<file path="src/rtl/dmem_access_ctrl.sv">
// Arbiter and wait-state sequencer for the MEM-stage data memory. The pipeline and a
// loader/debug port share one single-port memory; each access occupies WAIT_STATES+1 cycles.
module dmem_access_ctrl #(
    parameter int ADDR_W       = 32,
    parameter int DATA_W       = 32,
    parameter int WAIT_STATES  = 2,
    parameter int STARVE_LIMIT = 4
) (
    input  logic              clk,
    input  logic              reset,
    input  logic              pipe_memread,
    input  logic              pipe_memwrite,
    input  logic [ADDR_W-1:0] pipe_address,
    input  logic [DATA_W-1:0] pipe_write_data,
    output logic              pipe_stall,
    output logic [DATA_W-1:0] pipe_read_data,
    input  logic              ld_req,
    input  logic              ld_we,
    input  logic [ADDR_W-1:0] ld_addr,
    input  logic [DATA_W-1:0] ld_wdata,
    output logic              ld_gnt,
    output logic              ld_done,
    output logic [DATA_W-1:0] ld_rdata,
    output logic [ADDR_W-1:0] mem_address,
    output logic [DATA_W-1:0] mem_write_data,
    output logic              mem_memread,
    output logic              mem_memwrite,
    input  logic [DATA_W-1:0] mem_read_data,
    output logic              busy
);

    localparam int            SW         = (STARVE_LIMIT > 1) ? $clog2(STARVE_LIMIT + 1) : 1;
    localparam logic [SW-1:0] STARVE_MAX = SW'(STARVE_LIMIT);
    localparam logic [3:0]    WAIT_LOAD  = 4'(WAIT_STATES);
    localparam bit            AGING      = (STARVE_LIMIT != 0);

    typedef enum logic [1:0] {S_IDLE, S_BUSY, S_RESP} state_t;

    state_t            r_state;
    logic [3:0]        r_wait;
    logic [SW-1:0]     r_starve;
    logic              r_owner_ld;
    logic              r_we;
    logic [ADDR_W-1:0] r_addr;
    logic [DATA_W-1:0] r_wdata;
    logic [DATA_W-1:0] r_pipe_rdata;
    logic [DATA_W-1:0] r_ld_rdata;

    logic w_pipe_act;
    logic w_starved;
    logic w_ld_win;

    assign w_pipe_act = pipe_memread | pipe_memwrite;
    assign w_starved  = AGING & (r_starve == STARVE_MAX);
    // Loader takes the memory when the pipeline is quiet or has beaten it too often in a row.
    assign w_ld_win   = ld_req & (~w_pipe_act | w_starved);

    assign pipe_stall     = w_pipe_act & ~((r_state == S_RESP) & ~r_owner_ld);
    assign ld_gnt         = reset & (r_state == S_IDLE) & w_ld_win;
    assign ld_done        = (r_state == S_RESP) & r_owner_ld;
    assign mem_memread    = (r_state == S_BUSY) & ~r_we;
    assign mem_memwrite   = (r_state == S_BUSY) & r_we;
    assign mem_address    = r_addr;
    assign mem_write_data = r_wdata;
    assign busy           = (r_state != S_IDLE);
    assign pipe_read_data = r_pipe_rdata;
    assign ld_rdata       = r_ld_rdata;

    always_ff @(posedge clk or negedge reset) begin
        if (!reset) begin
            r_state      <= S_IDLE;
            r_wait       <= '0;
            r_starve     <= '0;
            r_owner_ld   <= 1'b0;
            r_we         <= 1'b0;
            r_addr       <= '0;
            r_wdata      <= '0;
            r_pipe_rdata <= '0;
            r_ld_rdata   <= '0;
        end else begin
            if (!ld_req) r_starve <= '0;
            case (r_state)
                S_IDLE: begin
                    if (w_pipe_act | ld_req) begin
                        r_owner_ld <= w_ld_win;
                        r_addr     <= w_ld_win ? ld_addr  : pipe_address;
                        r_wdata    <= w_ld_win ? ld_wdata : pipe_write_data;
                        r_we       <= w_ld_win ? ld_we    : pipe_memwrite;
                        r_wait     <= WAIT_LOAD;
                        r_state    <= S_BUSY;
                        if (w_ld_win)
                            r_starve <= '0;
                        else if (ld_req && r_starve != STARVE_MAX)
                            r_starve <= r_starve + SW'(1);
                    end
                end
                S_BUSY: begin
                    if (r_wait == 4'd0) begin
                        if (!r_we) begin
                            if (r_owner_ld) r_ld_rdata   <= mem_read_data;
                            else            r_pipe_rdata <= mem_read_data;
                        end
                        r_state <= S_RESP;
                    end else begin
                        r_wait <= r_wait - 4'd1;
                    end
                end
                S_RESP:  r_state <= S_IDLE;
                default: r_state <= S_IDLE;
            endcase
        end
    end

endmodule

</file>
<file path="config.mk">
export PLATFORM = sky130hd
export DESIGN_NAME = dmem_access_ctrl
export DESIGN_NICKNAME = d
export VERILOG_FILES = /design/src/rtl/dmem_access_ctrl.sv
export SDC_FILE = /design/constraint.sdc
export NUM_CORES = 1
export LEC_CHECK = 0
export BUFFER_PORTS_ARGS = -buffer_cell sky130_fd_sc_hd__buf_2
export CAP_MARGIN = 20
export CORE_MARGIN = 10
export CORE_UTILIZATION = 43
export CTS_BUF_LIST = sky130_fd_sc_hd__clkbuf_8
export DETAILED_ROUTE_END_ITERATION = 6
export HOLD_SLACK_MARGIN = 0.12
export PLACE_DENSITY = 0.79
export SKIP_LAST_GASP = 1
export SYNTH_ARGS = -nofsm -noshare
export SYNTH_HDL_FRONTEND = slang
export SYNTH_SLANG_ARGS = --single-unit
</file>
<file path="constraint.sdc">
create_clock -name clk -period 1.7 [get_ports clk]
set_input_delay 0.34 -clock clk [delete_from_list [all_inputs] [get_ports clk]]
set_output_delay 0.34 -clock clk [all_outputs]
set_load 0.1 [all_outputs]
</file>
==> results.yml <==
outcome:
  status: "finished, violations left"
  violations: "negative setup slack"
cts:
  clk_pin_slew_ns: 0.08
  cts.sinks: 139
  clockBufferDepth: 2
  cts-htree-levels: 4
  cts_tree: "yes"
  root_buffer: "clkbuf_8"
  clock_latency_ns: 0.45
  cts_made_buffers: 17
layout:
  fin_util_pct: 75.1
  nets: 1060
  final_common_cell: "buf_2"
  drive_gt1_share_pct: 53.3
  layout_common_cells: "buf_2 (291), dfrtp_1 (137), dlygate4sd3_1 (124)"
  syn_to_final_growth_pct: 71.1
sta:
  setup_ws_ns: -0.312
  max-slew-margin-rel_pct: 51.8
  worst_slew_pin_slew_ns: 0.723
  slew_viol_final: 0
  skew_ns: 0.0119
  rsz0062_at_grt: "true"
  period_minus_slack_ns: 2.01
  max_freq_mhz: 497
  finalSetupViolCount: 82
  whs_ns: 0.127
  hold_viol: 0
  fin_crit_sh_pct: 118
floorplanning:
  initial_core_util_pct: 43.9
  fp.dieH_um: 139
  fp.dieArea_mm2: 0.0193
  core_area_mm2: 0.0138
  die_width_um: 139
  rows: 43
  pin_count: 300
worst_setup_path:
  worst-setup-path-type: "flip-flop to output pin"
  slowest_delay_ns: 0.46
  crit_path_top_delay_cell: "dfrtp_2"
  worstPathRequired_ns: 1.36
  critPathCaptureType: "output pin"
  path_max_fanout: 6
  crit_chain: "nor2_4 > inv_8 > nor3b_4 > and2_4 > buf_12"
  arrival_ns: 1.67
  worstSetupStartpointType: "flip-flop"
placement:
  port_buffers: 299
  dp_hpwl_mm: 15.1
  place.gp.congestion: 0.883
routing:
  totalWireLength_mm: 27.6
  viasPerCell: 5.73
  ant_nets: 0
  drtIter0Drc: 473
  vias: 6268
  drt_first_pass_iters: 5
  drcViolationCount: 0
  wl_per_cell_um: 25.3
yosys:
  ys_types: 41
  synth_nets: 592
  ys_warn_count: 0
  avgSynthCellArea_um2: 14.3
  ys_seq_area_share_pct: 57.3
  synth-seq-cells: 139
  syn_area_mm2: 0.00607
  syn_inst: 423
global_routing:
  grt_pass1_wl_mm: 37.1
  antenna_found_initial: 11
  grt_pass1_vias: 6368
  overflow: 0
  grt_max_degree: 140
  track_usage_pct: 24.3
flow_run:
  maxCapViolCount: 0
min_path:
  worst_hold_path_type: "input pin to flip-flop"
final cells by class:
class                      count  area [µm²]
clock inverter                12         173
fill                         811        3450
timing repair buffer         484        3700
tap                          180         225
multi-input combinational    244        2490
clock buffer                  19         262
inverter                       5        26.3
sequential                   139        3480
antenna                       10        25.0
timing repair:
action / CTS / global route
cloned: 5 / 15
resized for setup: 25 / 28
pin swaps: 7 / 8
setup endpoints to repair: 130 / 136
buffers inserted: 17 / 11
hold buffers: 109 / 15
hold endpoints to repair: 203 / 17
cell usage after synthesis (all sizes together):
cell type / instances / area, µm²
nor4: 1 / 6.26
a21o: 1 / 7.51
a21oi: 1 / 5.00
nand2b: 1 / 6.26
and2b: 1 / 8.76
a21boi: 66 / 495
buf: 22 / 150
a31o: 1 / 8.76
nand3: 4 / 32.5
nand4b: 1 / 23.8
nand2: 4 / 15.0
a221o: 66 / 661
a221oi: 1 / 8.76
dfrtp: 139 / 3480
and2: 3 / 18.8
o21bai: 1 / 11.3
nor2b: 2 / 12.5
a22o: 1 / 8.76
and3: 2 / 12.5
a211o: 1 / 8.76
and3b: 1 / 8.76
mux2: 65 / 845
o31ai: 1 / 7.51
nor2: 5 / 26.3
nor3b: 5 / 53.8
or3: 1 / 6.26
nor3: 3 / 15.0
and4b: 1 / 10.0
a2bb2oi: 1 / 8.76
ha: 3 / 37.5
clkbuf: 13 / 48.8
inv: 5 / 18.8
routing by layer:
layer,global-route usage (%),up-vias,part of all wire [%]
met5,0,-,0.11
met4,9.17,4,4.5
met3,10.5,119,11
met2,40.8,528,50
met1,26.8,3037,35
li1,-,2580,-
per-stage QoR:
step	setup slack, ns	cells	instance area (µm²)	setup TNS [ns]
global placement	-0.0108	887	7940	-0.0206
floorplan	-0.230	423	6130	-3.45
global route	-0.387	1093	10400	-10.82
detailed placement	-0.0735	887	7940	-2.83
CTS	-0.340	1048	9820	-5.50
finish	-0.312	1093	10400	-4.46
sequential cells by signal, indices dropped and copies added, names as in the netlist:
name	flops
ld_rdata	32
mem_address	32
mem_write_data	32
pipe_read_data	32
r_owner_ld	1
r_starve	3
r_state	2
r_wait	4
r_we	1
worst paths after layout:
kind	start	to	slack, ns	depth (start not counted)
min	ld_addr[20]	mem_address[20]$_DFFE_PN0P_	0.13	2
max reg2reg	r_wait[0]$_DFFE_PN0P_	ld_rdata[9]$_DFFE_PN0P_	-0.16	8
max	r_state[1]$_DFFE_PN0P_	ld_gnt	-0.31	5
max in group asynchronous	reset	mem_write_data[15]$_DFFE_PN0P_	0.57	3
min in group asynchronous	reset	pipe_read_data[17]$_DFFE_PN0P_	0.62	3
min reg2reg	ld_rdata[31]$_DFFE_PN0P_	ld_rdata[31]$_DFFE_PN0P_	0.50	1
critical path, delay by kind of cell (launching register included):
| family | cells | cell delay [ns] |
|---|---|---|
| AND/OR/NAND/NOR | 3 | 0.55 |
| buffers and inverters | 2 | 0.21 |
| flip-flops | 1 | 0.46 |
cell families after synthesis:
| family | synth area share [%] |
|---|---|
| compound gates | 20.3 |
| fa+ha+maj | 0.619 |
| buf+inv | 3.59 |
| flops | 57.3 |
| mux | 13.9 |
| simple gates | 4.23 |
Power is left out: the tool's default activity adds up to more than one toggle a clock period on the data nets, which glitch-free logic cannot reach.
